File: src/rtl/time_entry_register_pkg.sv
// time_entry_register_pkg: shared timer types and defaults
package time_entry_register_pkg;
   typedef enum logic [1:0] {
      ST_ENTRY = 2'd0,
      ST_LOAD  = 2'd1,
      ST_ARM   = 2'd2,
      ST_ERR   = 2'd3
   } state_e;
   localparam logic [3:0] BCD_ZERO = 4'd0;
   localparam int unsigned SEC_TENS_MAX_DEF = 5;
   localparam int unsigned KEYS_DEF = 10;
endpackage

File: src/rtl/time_entry_register_key_press_detect.sv
// key_press_detect: registers keypad and emits one press per clean one-hot key
module key_press_detect
   import time_entry_register_pkg::*;
#(
   parameter int unsigned KEYS = KEYS_DEF
) (
   input  logic            clock_i,
   input  logic            clear_i,
   input  logic [KEYS-1:0] keypad_i,
   output logic            press_o,
   output logic [3:0]      key_bcd_o
);
   logic [KEYS-1:0] keypad_q, keypad_d;
   logic            held_q, held_d;
   assign keypad_d = clear_i ? '0 : keypad_i;
   assign held_d   = clear_i ? 1'b0 : |keypad_q;
   always_ff @(posedge clock_i) begin
      keypad_q <= keypad_d;
      held_q   <= held_d;
   end
   always_comb begin
      key_bcd_o = BCD_ZERO;
      for (int i = 0; i < KEYS; i++) key_bcd_o = keypad_q[i] ? 4'(i) : key_bcd_o;
   end
   // held blocks a new event until the keypad has been all-zero for a cycle
   assign press_o = $onehot(keypad_q) && !held_q;
endmodule

File: src/rtl/time_entry_register.sv
// time_entry_register: keypad M:SS entry buffer with validated one-cycle counter load
module time_entry_register
   import time_entry_register_pkg::*;
#(
   parameter int unsigned SEC_TENS_MAX = SEC_TENS_MAX_DEF,
   parameter int unsigned KEYS         = KEYS_DEF
) (
   input  logic            clock_i,
   input  logic            clear_i,
   input  logic [KEYS-1:0] keypad_i,
   input  logic            enable_i,
   input  logic            start_i,
   input  logic            cancel_i,
   output logic [3:0]      min_digit_o,
   output logic [3:0]      sec_tens_digit_o,
   output logic [3:0]      sec_ones_digit_o,
   output logic            loadn_o,
   output logic            loaded_o,
   output logic            error_o
);
   state_e     state_q, state_d;
   logic [3:0] min_q, min_d, tens_q, tens_d, ones_q, ones_d;
   logic       loadn_q, loadn_d, loaded_q, loaded_d, error_q, error_d;
   logic       press;
   logic [3:0] key_bcd;
   logic       in_entry, nonzero, tens_bad, take_load, take_err, shift, wipe;
   key_press_detect #(.KEYS(KEYS)) u_key_press_detect (
      .clock_i  (clock_i),
      .clear_i  (clear_i),
      .keypad_i (keypad_i),
      .press_o  (press),
      .key_bcd_o(key_bcd)
   );
   assign in_entry  = state_q == ST_ENTRY;
   assign nonzero   = |{min_q, tens_q, ones_q};
   assign tens_bad  = tens_q > 4'(SEC_TENS_MAX);
   assign take_load = in_entry && !cancel_i && start_i && enable_i && nonzero && !tens_bad;
   assign take_err  = in_entry && !cancel_i && start_i && enable_i && tens_bad;
   // a taken start swallows any same-cycle key so the validated buffer is what loads
   assign shift     = in_entry && !cancel_i && !take_load && !take_err && press && enable_i;
   assign wipe      = (in_entry && cancel_i) || take_err || state_q == ST_LOAD;
   always_ff @(posedge clock_i) begin
      state_q  <= clear_i ? ST_ENTRY : state_d;
      min_q    <= clear_i ? BCD_ZERO : min_d;
      tens_q   <= clear_i ? BCD_ZERO : tens_d;
      ones_q   <= clear_i ? BCD_ZERO : ones_d;
      loadn_q  <= clear_i ? 1'b1 : loadn_d;
      loaded_q <= clear_i ? 1'b0 : loaded_d;
      error_q  <= clear_i ? 1'b0 : error_d;
   end
   always_comb begin
      state_d = take_load ? ST_LOAD : take_err ? ST_ERR : state_q == ST_LOAD ? ST_ARM : ST_ENTRY;
      min_d   = wipe ? BCD_ZERO : shift ? tens_q : min_q;
      tens_d  = wipe ? BCD_ZERO : shift ? ones_q : tens_q;
      ones_d  = wipe ? BCD_ZERO : shift ? key_bcd : ones_q;
   end
   always_comb begin
      loadn_d  = state_d != ST_LOAD;
      loaded_d = state_d == ST_ARM;
      error_d  = state_d == ST_ERR;
   end
   assign min_digit_o      = min_q;
   assign sec_tens_digit_o = tens_q;
   assign sec_ones_digit_o = ones_q;
   assign loadn_o          = loadn_q;
   assign loaded_o         = loaded_q;
   assign error_o          = error_q;
endmodule
File: config.mk
export PLATFORM = sky130hd
export DESIGN_NAME = time_entry_register
export DESIGN_NICKNAME = d
export VERILOG_FILES = /design/src/rtl/time_entry_register_pkg.sv /design/src/rtl/time_entry_register_key_press_detect.sv /design/src/rtl/time_entry_register.sv
export SDC_FILE = /design/constraint.sdc
export NUM_CORES = 1
export LEC_CHECK = 0
export BUFFER_PORTS_ARGS = -buffer_cell sky130_fd_sc_hd__buf_2
export CORE_UTILIZATION = 57
export CTS_CLUSTER_DIAMETER = 200
export DETAILED_ROUTE_END_ITERATION = 12
export PLACE_DENSITY = 0.81
export SETUP_SLACK_MARGIN = 0.4
export SKIP_CTS_REPAIR_TIMING = 1
export SLEW_MARGIN = 20
export SYNTH_ARGS = -nofsm -noshare
export SYNTH_HDL_FRONTEND = slang
export SYNTH_SLANG_ARGS = --single-unit
File: constraint.sdc
create_clock -name clock_i -period 6.7 [get_ports clock_i]
set_input_delay 0.335 -clock clock_i [delete_from_list [all_inputs] [get_ports clock_i]]
set_output_delay 0.335 -clock clock_i [all_outputs]
set_load 0.05 [all_outputs]
Yosys cells after proc, flatten, opt, wreduce, memory -nomap -nowiden

Index checks and enable logic that the tools add are counted.

Flip-flop bits (word level): 28
Latch bits: 0
Memory bits (writable): 0
ROM bits: 0
Bits of input ports: 15
Logic and storage cells: 59
Memories kept: 0

Add/subtract/negate cells: 9
Multiply operators: 0
Div/mod/pow operators: 0
Magnitude comparators: 1
Equal/unequal tests: 5
Shift-type cells: 0
Multiplexer cells: 12
Bitwise operators: 0
Reductions and logical operators: 23

Operator list:

| cell                                                                  | count |
|---|---|
| 4-bit two-way mux                                                     | 8 |
| 4-bit adder                                                           | 4 |
| 1-bit logical AND                                                     | 12 |
| 12-bit OR reduction                                                   | 1 |
| 1-bit by 1-bit adder with 2-bit output                                | 5 |
| 10-bit OR reduction                                                   | 1 |
| 2-bit two-way mux                                                     | 3 |
| 1-bit zero test                                                       | 5 |
| 2-bit equality test, second input constant                            | 2 |
| 4-bit by 1-bit equality test with 1-bit output, second input constant | 1 |
| 4-bit by 3-bit > comparator with 1-bit output, second input constant  | 1 |
| 2-bit by 1-bit equality test with 1-bit output, second input constant | 1 |
| 2-bit zero test                                                       | 1 |
| 1-bit logical OR                                                      | 2 |
| 2-bit by 1-bit != test with 1-bit output, second input constant       | 1 |
| 2-bit OR reduction                                                    | 1 |
| 1-bit two-way mux                                                     | 1 |

Depth between registers and ports, before layout

Gate-level depths: netlist of the first run.

Depth in word-level cells: 11
Mapped depth: 14

Hierarchy

From an unflattened synthesis of the first run, not the netlist that was laid out.

Cell total of the unflattened synthesis: 122
Area total of the unflattened synthesis: 1258.7 um^2

By module, submodules not included:

| module              | instances | cells an instance | area each (um^2) | seq. area each (um^2) |
|---|---|---|---|---|
| time_entry_register | 1         | 61                | 664.4            | 340.3 |
| key_press_detect    | 1         | 61                | 594.3            | 220.2 |

Least setup slack after synthesis of the first run

No wires, ideal clock.

Kind: register to register
From: reg u_key_press_detect.keypad_q[8]
To: reg ones_q[0], in the netlist sec_ones_digit_o[0]
Setup time: 0.072 ns
Data arrival time: 3.367 ns
Data required time: 6.628 ns
Setup slack: 3.260 ns
Cell stages (with the launch flop): 15
Buffers on the path: 1
Cell sequence: dfxtp_1 > inv_1 > ha_1 > inv_1 > fa_1 > fa_1 > inv_1 > fa_1 > inv_1 > fa_1 > a211oi_1 > mux2i_1 > a311oi_2 > buf_6 > mux2i_1

Cells in the longest elaborated chain, start to end: 6

Ends and longest elaborated chain:

| element                                                      | line                                       | source |
|---|---|---|
| start: declaration                                           | time_entry_register_key_press_detect.sv:13 | `logic [KEYS-1:0] keypad_q, keypad_d;` |
| start signal: assignment                                     | time_entry_register_key_press_detect.sv:18 | `keypad_q <= keypad_d;` |
| 1-bit by 1-bit adder with 2-bit output (implied by the code) | time_entry_register_key_press_detect.sv:26 | `assign press_o = $onehot(keypad_q) && !held_q;` |
| 4-bit adder (implied by the code)                            | time_entry_register_key_press_detect.sv:26 |  |
| 4-bit by 1-bit equality test with 1-bit output               | time_entry_register_key_press_detect.sv:26 |  |
| 1-bit logical AND                                            | time_entry_register_key_press_detect.sv:26 |  |
| 1-bit logical AND (2 in series)                              | time_entry_register.sv:40                  | `assign shift = in_entry && !cancel_i && !take_load && !take_err && press && enable_i;` |
| end signal: assignment                                       | time_entry_register.sv:46                  | `ones_q <= clear_i ? BCD_ZERO : ones_d;` |
| end: declaration                                             | time_entry_register.sv:22                  | `logic [3:0] min_q, min_d, tens_q, tens_d, ones_q, ones_d;` |

Parallel ways exist; a longest one is shown, timed or not.
A chain may end at the register's enable or synchronous reset.

Final worst setup path of the first run

From: reg u_key_press_detect.keypad_q[8]
To: reg tens_q[0], in the netlist sec_tens_digit_o[0]

Cells in the longest elaborated chain, start to end: 6

Ends and longest elaborated chain:

| element                                                      | line                                       | source |
|---|---|---|
| 1-bit by 1-bit adder with 2-bit output (implied by the code) | time_entry_register_key_press_detect.sv:26 |  |
| 4-bit adder (implied by the code)                            | time_entry_register_key_press_detect.sv:26 |  |
| 4-bit by 1-bit equality test with 1-bit output               | time_entry_register_key_press_detect.sv:26 |  |
| 1-bit logical AND                                            | time_entry_register_key_press_detect.sv:26 |  |
| 1-bit logical AND (2 in series)                              | time_entry_register.sv:40                  |  |
| end signal: assignment                                       | time_entry_register.sv:45                  | `tens_q <= clear_i ? BCD_ZERO : tens_d;` |
| end: declaration                                             | time_entry_register.sv:22                  |  |

Every way passes these cells.

==> impl_metrics.env, run 1 <==
export IMPL_status="completed"
export IMPL_grt_start_max_net_pins=17
export IMPL_swShare=0.2679
export IMPL_final_layout_size_suffix_gt1_frac=0.2222
export IMPL_grt_total_usage=0.2179
export IMPL_overflow=0
export IMPL_synth_warning_count=0
export IMPL_postSynth_asyncResetShare=0
export IMPL_path_clk_slew_ps=140
export IMPL_port_buffers=29
export IMPL_final_util=0.7147
export IMPL_maxCapViolCount=0
export IMPL_synthTopCellsByCount="dfxtp_1, inv_1, ha_1, mux2i_1, nand2_1"
export IMPL_cts_htree_levels=1
export IMPL_p_per_area_mw_per_mm2=194.6
export IMPL_fin_skew_ps=6.516
export IMPL_p_seq_frac=0.548
export IMPL_vias=1057
export IMPL_finalMaxSlewViolations=0
export IMPL_clockBufferDepth=2
export IMPL_criticalPathCategory="flop to flop"
export IMPL_rsz0062_at_grt="false"
export IMPL_crit_fanout=12
export IMPL_cts_buffers=3
export IMPL_fmax_mhz=250.6
export IMPL_fin_crit_sh=0.5956
export IMPL_required_ps=6960
export IMPL_final_net_count=206
export IMPL_die_y_microns=51.81
export IMPL_wl_per_cell_microns=12.85
export IMPL_synth_edf_count=0
export IMPL_cts_root_buf="clkbuf_4"
export IMPL_detail_route_antenna_nets=0
export IMPL_ys_ff_latch=28
export IMPL_p_leak_nw=0.7541
export IMPL_post_route_min_period_ps=3991
export IMPL_dominantRegCellSynth="dfxtp_1"
export IMPL_worst_pin_slew_ps=847.4
export IMPL_die_area_sq_mm=0.002684
export IMPL_row_count=17
export IMPL_io_pins=30
export IMPL_setup_tns_ps=0
export IMPL_syn_instance_count=140
export IMPL_syn_to_final_growth_pct=15.04
export IMPL_combPwrFrac=0.195
export IMPL_vias_per_cell=5.312
export IMPL_hold_path_class="input pin to flop"
export IMPL_synth_area_sq_mm=0.001414
export IMPL_endpoint_kind="flop"
export IMPL_slew_headroom=0.4350
export IMPL_antenna_found_initial=0
export IMPL_drt_iter0_drc=10
export IMPL_gp_congestion=0.9169
export IMPL_core_sq_mm=0.002276
export IMPL_diodes=0
export IMPL_fill_cells=170
export IMPL_grt_pass1_wl_microns=4278
export IMPL_synth_top_area_frac=0.3965
export IMPL_ir_worst_vdd_uv=142.0
export IMPL_start_kind="flop"
export IMPL_grt_pass1_vias=1005
export IMPL_synth_cell_type_count=29
export IMPL_total_power_w=0.0003165
export IMPL_cts_tree="yes"
export IMPL_setup_ws_ps=2709
export IMPL_dp_hpwl_microns=2133
export IMPL_yosys_top_cells_area="dfxtp_1, ha_1, mux2i_1, fa_1, inv_1"
export IMPL_firstDrtPassIters=4
export IMPL_clk_latency_ps=330
export IMPL_arrival_ps=4250
export IMPL_synth_nets=174
export IMPL_pwr_share_clk=0.257
export IMPL_drt_wl_total_microns=2558
export IMPL_die_w_microns=51.81
export IMPL_post_place_ws_ps=2700
export IMPL_avgSynthCellArea_sq_um=10.10
export IMPL_r2r_setup_slack_ps=2710
export IMPL_setup_viol=0
export IMPL_start_util=0.6212
export IMPL_clkSinkCount=28
export IMPL_drc=0
export IMPL_yosys_area_top_type="dfxtp_1"
export IMPL_p_int_w=0.0002317
export IMPL_yosysMostFrequentCell="dfxtp_1"
export IMPL_hold_viol=0
export IMPL_p_switching_w=0.00008480
export IMPL_ys_seq_area_frac=0.3965
## area by class of cell
| cell class | instances | area, sq um | share of cell area |
|---|---|---|---|
| Clock buffer | 4 | 36.28 | 0.02231 |
| Timing Repair Buffer | 30 | 152.6 | 0.09385 |
| Tap cell | 28 | 35.03 | 0.02154 |
| Sequential cell | 28 | 560.5 | 0.3446 |
| Multi-Input combinational cell | 87 | 759.5 | 0.4669 |
| Inverter | 22 | 82.58 | 0.05077 |
## final timing paths
kind                                        from                        endpoint  cells after the start
setup / recovery  u_key_press_detect.keypad_q[8]             sec_tens_digit_o[0]                     13
hold / removal                       keypad_i[0]  u_key_press_detect.keypad_q[0]                      2
setup reg to reg  u_key_press_detect.keypad_q[8]             sec_tens_digit_o[0]                     13
hold reg to reg                   min_digit_o[0]                  min_digit_o[0]                      2
## logic make-up after synthesis
kind of cell             synth area share
AND/OR/NAND/NOR                    0.1761
multiplexers                      0.09203
flip-flops                         0.3965
AO/OA/AOI/OAI                     0.06107
buffers and inverters             0.07434
adder cells (fa/ha/maj)            0.2000
## routing by layer
layer	GRT usage	up-vias	wire (microns)
met5	0	-	0
met2	0.4113	31	1357
met1	0.2394	499	1064
met3	0.02924	4	107
met4	0.09459	0	29
li1	-	523	-
## power by group through the flow
stage	Sequential, W	Combinational [W]	Clock [W]
after floorplan	0.000178	0.0000437	0
after global placement	0.000177	0.0000556	0
after detailed placement	0.000177	0.0000629	0
after CTS	0.000174	0.0000627	0.0000837
after global routing	0.000174	0.0000702	0.0000893
final	0.000174	0.0000617	0.0000812
## registers in the layout, summed over array words and instances (netlist names)
| register | count |
|---|---|
| u_key_press_detect.keypad_q | 10 |
| sec_ones_digit_o | 4 |
| state_q | 2 |
| u_key_press_detect.held_q | 1 |
| loadn_o | 1 |
| loaded_o | 1 |
| error_o | 1 |
| min_digit_o | 4 |
| sec_tens_digit_o | 4 |
## stage by stage
stage / std cells / area [sq um] / hold slack (ps)
floorplan: 140 / 1414 / 406.6
global placement: 195 / 1579 / 459.0
detailed placement: 195 / 1590 / 475.8
CTS: 199 / 1627 / 194.5
global route: 199 / 1627 / 194.4
finish: 199 / 1627 / 200.7
## cell usage in the layout (no fill, tap or decap), types with 2 or more instances in the layout
master,instances
a311oi_1,2
buf_2,29
clkbuf_4,3
dfxtp_1,28
fa_1,6
ha_1,13
inv_1,22
mux2i_1,13
nand2_1,13
nand2b_1,3
nand3_1,3
nand4_1,3
nor2_1,4
nor2b_1,10
nor4_1,3
o21ai_0,2
## worst max-delay path, stage by stage (launching register included)
cell and delay [ps]:
dfxtp_1 390, inv_1 90, ha_1 280, inv_1 50, fa_1 560, fa_1 420, inv_1 90, fa_1 210
inv_1 60, fa_1 400, a211oi_1 240, mux2i_1 150, a311oi_4 710, mux2i_1 280
(Power assumes the default switching activity.)
==> inputs of run 2 (changes only) <==
--- a/config.mk
+++ b/config.mk
@@ -5,11 +5,13 @@
 export SDC_FILE = /design/constraint.sdc
 export NUM_CORES = 1
 export LEC_CHECK = 0
+export ABC_AREA = 1
 export BUFFER_PORTS_ARGS = -buffer_cell sky130_fd_sc_hd__buf_2
-export CORE_UTILIZATION = 57
+export CORE_ASPECT_RATIO = 2
+export CORE_UTILIZATION = 49
 export CTS_CLUSTER_DIAMETER = 200
 export DETAILED_ROUTE_END_ITERATION = 12
-export PLACE_DENSITY = 0.81
+export PLACE_DENSITY = 0.73
 export SETUP_SLACK_MARGIN = 0.4
 export SKIP_CTS_REPAIR_TIMING = 1
 export SLEW_MARGIN = 20
==> constraint.sdc (replaced) <==
create_clock -name clock_i -period 3.2 [get_ports clock_i]
set_input_delay 0.16 -clock clock_i [delete_from_list [all_inputs] [get_ports clock_i]]
set_output_delay 0.16 -clock clock_i [all_outputs]
set_load 0.05 [all_outputs]
==> run 2 against run 1 <==
Compared with the run above: the run now ends with setup timing left; clock power rose to 3.5 times the previous value; utilization fell by 6.5 points; global-route usage down 2.5 points; critical path depth grew 5; critical endpoint is now sec_tens_digit_o[3].
==> impl_metrics.env, run 2 <==
export IMPL_status="finished, violations left"
export IMPL_violations="setup timing"
export IMPL_antenna_found_initial=0
export IMPL_dp_cells=272
export IMPL_clockBufferDepth=2
export IMPL_grt_pass1_vias=1229
export IMPL_hold_end="u_key_press_detect.keypad_q[3]"
export IMPL_row_count=28
export IMPL_setup_viol=12
export IMPL_start_util=0.5147
export IMPL_crit_fanout=5
export IMPL_finalMaxSlewViolations=0
export IMPL_dp_hpwl_microns=2265
export IMPL_final_net_count=284
export IMPL_hold_viol=0
export IMPL_required_ps=3430
export IMPL_yosys_top_cells_area="dfxtp_1, inv_1, nor2_1, ha_1, nand2_1"
export IMPL_overflow=0
export IMPL_regArea_sq_um=568.0
export IMPL_detail_route_antenna_nets=0
export IMPL_ys_seq_area_frac=0.3657
export IMPL_drc=0
export IMPL_p_switching_w=0.0002601
export IMPL_ys_ff_latch=28
export IMPL_grt_total_usage=0.1926
export IMPL_synthTopCellsByCount="inv_1, nor2_1, nand2_1, dfxtp_1, ha_1"
export IMPL_final_cell_mix="nor2_1, nand2_1, inv_1"
export IMPL_top_register="u_key_press_detect.keypad_q"
export IMPL_slew_headroom=0.6796
export IMPL_ir_worst_vdd_uv=334.3
export IMPL_cts_root_buf="clkbuf_8"
export IMPL_final_layout_size_suffix_gt1_frac=0.3373
export IMPL_worstPathCellList="inv_2 > ha_4 > inv_2 > fa_1 > fa_1 > inv_2 > fa_2 > inv_2 > fa_1 > nand2_1 > nor2_1 > nand3_2 > nor2_4 > buf_12 > nand2_4 > nand2_2 > nand2_1 > nor2_2"
export IMPL_multiInputGateArea_sq_um=845.8
export IMPL_drt_wl_total_microns=3165
export IMPL_postSynth_asyncResetShare=0
export IMPL_drt_met1_wl_microns=1101
export IMPL_cts_htree_levels=1
export IMPL_diodes=0
export IMPL_r2r_setup_slack_ps=-210
export IMPL_largest_reg_flops=10
export IMPL_fin_crit_sh=1.066
export IMPL_top_layer_used="met4"
export IMPL_path_clk_slew_ps=100
export IMPL_p_leak_nw=1.071
export IMPL_synth_edf_count=0
export IMPL_cts_tree="yes"
export IMPL_combPwrFrac=0.255
export IMPL_drt_iter0_drc=12
export IMPL_worst_pin_slew_ps=480.0
export IMPL_rr_worst_depth=18
export IMPL_syn_to_final_growth_pct=26.29
export IMPL_crit_buf_inv=5
export IMPL_swShare=0.2949
export IMPL_worstReg2RegEnd="sec_tens_digit_o[3]"
export IMPL_clk_latency_ps=290
export IMPL_instances_no_fill=279
export IMPL_maxCapViolCount=0
export IMPL_die_y_microns=81.10
export IMPL_cp_common_cell="inv_2"
export IMPL_criticalPathCategory="flop to flop"
export IMPL_setup_tns_ps=-2268
export IMPL_clkSinkCount=28
export IMPL_synth_top_area_frac=0.3657
export IMPL_endpoint_kind="flop"
export IMPL_cts_buffers=3
export IMPL_crit_slowest_cell="fa_1"
export IMPL_crit_family="adder cells"
export IMPL_setup_ws_ps=-212.2
export IMPL_rsz0062_at_grt="true"
export IMPL_port_buffers=29
export IMPL_dominantRegCellSynth="dfxtp_1"
export IMPL_grt_start_max_net_pins=22
export IMPL_wl_per_cell_microns=11.34
export IMPL_wl_met3_microns=83
export IMPL_gp_congestion=0.8144
export IMPL_r2r_start="u_key_press_detect.keypad_q[5]"
export IMPL_p_seq_frac=0.422
export IMPL_grt_pass1_wl_microns=4892
export IMPL_firstDrtPassIters=4
export IMPL_wl_met2_microns=1845
export IMPL_io_pins=30
export IMPL_final_common_cell="nor2_1"
export IMPL_synth_cell_type_count=22
export IMPL_vias_per_cell=4.792
export IMPL_fill_cells=275
export IMPL_hold_path_startpoint="keypad_i[3]"
export IMPL_max_stage_delay_ps=570
export IMPL_yosys_area_top_type="dfxtp_1"
export IMPL_synth_area_sq_mm=0.001533
export IMPL_die_w_microns=41.55
export IMPL_p_int_w=0.0006218
export IMPL_post_route_min_period_ps=3412
export IMPL_syn_instance_count=209
export IMPL_hold_path_cell_count=3
export IMPL_pwr_share_clk=0.324
export IMPL_die_area_sq_mm=0.003369
export IMPL_hold_path_class="input pin to flop"
export IMPL_vias=1337
export IMPL_start_kind="flop"
export IMPL_avgSynthCellArea_sq_um=7.334
export IMPL_fmax_mhz=293.1
export IMPL_synth_nets=243
export IMPL_core_sq_mm=0.002978
export IMPL_p_per_area_mw_per_mm2=455.6
export IMPL_fin_skew_ps=7.401
export IMPL_arrival_ps=3650
export IMPL_synth_warning_count=0
run 2: cell types whose count changed after synthesis, moves of 5 or more:
cell	before	now
inv_1	22	45
mux2i_1	13	0
nand2_1	13	39
nor2_1	4	45
nor2_2	0	5
nor2b_1	10	0
run 2: how the worst max path moves through the flow:
stage	from	slack, ps	cells past startpoint	end
5_1_grt	u_key_press_detect.keypad_q[5]	-330	18	sec_ones_digit_o[1]
3_5_place_dp	u_key_press_detect.keypad_q[7]	-150	17	sec_tens_digit_o[0]
2_1_floorplan	u_key_press_detect.keypad_q[4]	20	17	sec_tens_digit_o[3]
6_report	u_key_press_detect.keypad_q[5]	-210	18	sec_tens_digit_o[3]
4_1_cts	u_key_press_detect.keypad_q[8]	-180	17	sec_tens_digit_o[0]
3_3_place_gp	u_key_press_detect.keypad_q[7]	-70	17	sec_tens_digit_o[0]
run 2: cell families (layout without fill, tap and decap cells):
kind of cell | count (synthesis) | after routing | synth area share
buffers and inverters | 52 | 90 | 0.1371
DFF | 28 | 28 | 0.3657
AOI/OAI and AO/OA | 9 | 9 | 0.03265
and+or+nand+nor | 101 | 103 | 0.2800
adders and majority gates | 19 | 19 | 0.1845
run 2: power groups by stage:
stage | clock, W | sequential [W] | combinational, W
after global routing | 0.000306 | 0.000374 | 0.000254
after CTS | 0.000291 | 0.000371 | 0.000200
after floorplan | 0 | 0.000397 | 0.000132
after global placement | 0 | 0.000379 | 0.000191
final | 0.000285 | 0.000372 | 0.000225
after detailed placement | 0 | 0.000379 | 0.000198
run 2: area by class of cell:
cell class,instances,share of cell area
Clock inverter,1,0.01551
Multi-Input combinational cell,131,0.4370
Clock buffer,3,0.02133
Inverter,47,0.09114
Timing Repair Buffer,39,0.1222
Tap cell,30,0.01939
Sequential cell,28,0.2935
run 2: per-layer routing:
layer,GRT usage,up-vias
met5,0,-
met4,0.1161,0
met3,0.02444,11
met2,0.3859,29
met1,0.1746,608
li1,-,689
run 2: tightest hold or removal path: cells and delay by family:
kind          cells  cell delay, ps
buf+inv           2             140
simple gates      1              30
run 2: through the flow:
stage,worst slack (ps),hold slack [ps],utilization,total power [W],cell area (sq um)
2_1_floorplan,22.81,259.6,-,0.0005282,1563
3_3_place_gp,-65.13,357.9,0.5962,0.0005703,1775
3_5_place_dp,-146.5,366.9,0.5962,0.0005769,1775
4_1_cts,-181.1,62.74,0.6202,0.0008621,1847
5_1_grt,-330.0,52.44,0.6500,0.0009343,1936
6_report,-212.2,63.98,0.6500,0.0008819,1936
==> inputs of run 3 (changes only) <==
--- a/config.mk
+++ b/config.mk
@@ -9,12 +9,12 @@
 export BUFFER_PORTS_ARGS = -buffer_cell sky130_fd_sc_hd__buf_2
 export CORE_ASPECT_RATIO = 2
 export CORE_UTILIZATION = 49
+export CTS_BUF_LIST = sky130_fd_sc_hd__clkbuf_16
 export CTS_CLUSTER_DIAMETER = 200
 export DETAILED_ROUTE_END_ITERATION = 12
 export PLACE_DENSITY = 0.73
 export SETUP_SLACK_MARGIN = 0.4
 export SKIP_CTS_REPAIR_TIMING = 1
-export SLEW_MARGIN = 20
 export SYNTH_ARGS = -nofsm -noshare
 export SYNTH_HDL_FRONTEND = slang
 export SYNTH_SLANG_ARGS = --single-unit
==> run 3 against run 2 <==
Compared with the run above: the flow still finishes with violations (setup timing); cell count rose by 0.36%; highest routed layer unchanged; setup slack improved by 29 ps; die area did not move; routed wire length fell by 3.7%; sequential power barely moved; combinational power barely moved; utilization rose by 1.1 points; fmax rose by 0.86%; clock power rose by 30%; largest cell class unchanged; clock skew fell by 1.6 ps.
==> impl_metrics.env, run 3 (synthesis results as in run 2) <==
export IMPL_final_layout_size_suffix_gt1_frac=0.3280
export IMPL_port_buffers=29
export IMPL_start_util=0.5147
export IMPL_fmax_mhz=295.6
export IMPL_grt_start_max_net_pins=22
export IMPL_fin_skew_ps=5.827
export IMPL_detail_route_antenna_nets=0
export IMPL_grt_pass1_wl_microns=4740
export IMPL_dp_cells=272
export IMPL_slew_headroom=0.6910
export IMPL_path_clk_slew_ps=70
export IMPL_final_cell_mix="nor2_1, nand2_1, inv_1"
export IMPL_cts_root_buf="clkbuf_16"
export IMPL_cts_tree="yes"
export IMPL_finalMaxSlewViolations=0
export IMPL_setup_viol=12
export IMPL_top_register="u_key_press_detect.keypad_q"
export IMPL_firstDrtPassIters=4
export IMPL_r2r_start="u_key_press_detect.keypad_q[5]"
export IMPL_ir_worst_vdd_uv=292.6
export IMPL_syn_to_final_growth_pct=28.41
export IMPL_clk_latency_ps=260
export IMPL_crit_fanout=6
export IMPL_grt_total_usage=0.1831
export IMPL_dp_hpwl_microns=2265
export IMPL_fin_crit_sh=1.057
export IMPL_violations="setup timing"
export IMPL_status="finished, violations left"
export IMPL_row_count=28
export IMPL_gp_congestion=0.8144
export IMPL_io_pins=30
export IMPL_hold_path_cell_count=3
export IMPL_holdWs_ps=91.59
export IMPL_p_per_area_mw_per_mm2=490.3
export IMPL_endpoint_kind="flop"
export IMPL_rsz0062_at_grt="true"
export IMPL_antenna_found_initial=0
export IMPL_drc=0
export IMPL_instances_no_fill=280
export IMPL_final_net_count=285
export IMPL_setup_tns_ps=-1850
export IMPL_largest_reg_flops=10
export IMPL_drt_iter0_drc=21
export IMPL_setup_ws_ps=-183.0
export IMPL_required_ps=3360
export IMPL_hold_viol=0
export IMPL_final_common_cell="nor2_1"
export IMPL_r2r_setup_slack_ps=-180
export IMPL_vias_per_cell=4.832
export IMPL_post_route_min_period_ps=3383
export IMPL_wl_per_cell_microns=10.89
export IMPL_maxCapViolCount=0
export IMPL_cts_buffers=3
export IMPL_cts_htree_levels=1
export IMPL_core_sq_mm=0.002978
export IMPL_die_y_microns=81.10
export IMPL_worstReg2RegEnd="sec_ones_digit_o[1]"
export IMPL_clkSinkCount=28
export IMPL_die_area_sq_mm=0.003369
export IMPL_diodes=0
export IMPL_p_leak_nw=1.089
export IMPL_hold_path_startpoint="keypad_i[4]"
export IMPL_hold_end="u_key_press_detect.keypad_q[4]"
export IMPL_total_power_w=0.0009649
export IMPL_criticalPathCategory="flop to flop"
export IMPL_clockBufferDepth=2
export IMPL_rr_worst_depth=17
export IMPL_arrival_ps=3550
export IMPL_start_kind="flop"
export IMPL_drt_wl_total_microns=3048
export IMPL_vias=1353
export IMPL_hold_path_class="input pin to flop"
export IMPL_die_w_microns=41.55
export IMPL_grt_pass1_vias=1217
export IMPL_overflow=0
export IMPL_fill_cells=259
export IMPL_worst_pin_slew_ps=463.0
-- run 3: per-stage QoR --
stage / cell area [sq um] / setup slack, ps / util
finish: 1968 / -183.0 / 0.6609
global route: 1968 / -294.2 / 0.6609
CTS: 1881 / -165.9 / 0.6315
floorplan: 1563 / 22.81 / -
detailed placement: 1775 / -146.5 / 0.5962
global placement: 1775 / -65.13 / 0.5962
-- run 3: where the power goes --
part / internal (W) / switching, W
logic: 0.0000901 / 0.000132
registers: 0.000363 / 0.00000895
clock network: 0.000249 / 0.000122
total: 0.000702 / 0.000263
-- run 3: worst max-delay path, stage by stage (launching register included) --
cell and delay [ps]:
dfxtp_2 340, inv_2 50, ha_4 250, inv_2 30, fa_1 570, fa_1 440, inv_2 70, fa_2 210
inv_2 40, fa_1 470, nand2_1 50, nor2_1 130, nand3_2 100, nor2_4 110, buf_12 140, nand2_2 110
nor2_1 130, nor2_1 50
-- run 3: routing by layer --
metal / global-route usage / wire length, microns
met1: 0.1611 / 1079
met2: 0.3797 / 1831
met3: 0.02444 / 64
met4: 0.09355 / 72
met5: 0 / 0
-- run 3: area by class of cell --
class / count / area, sq um / share of cell area
Multi-Input combinational cell: 132 / 844.6 / 0.4291
Tap cell: 30 / 37.54 / 0.01907
Sequential cell: 28 / 568.0 / 0.2886
Inverter: 47 / 176.4 / 0.08964
Clock buffer: 3 / 75.07 / 0.03814
Timing Repair Buffer: 39 / 236.5 / 0.1202
Clock inverter: 1 / 30.03 / 0.01526
-- run 3: how the worst max path moves through the flow --
stage,from,endpoint,cells after the start
CTS,u_key_press_detect.keypad_q[7],sec_tens_digit_o[0],17
global route,u_key_press_detect.keypad_q[5],sec_ones_digit_o[3],18
detailed placement,u_key_press_detect.keypad_q[7],sec_tens_digit_o[0],17
global placement,u_key_press_detect.keypad_q[7],sec_tens_digit_o[0],17
finish,u_key_press_detect.keypad_q[5],sec_ones_digit_o[1],17
floorplan,u_key_press_detect.keypad_q[4],sec_tens_digit_o[3],17
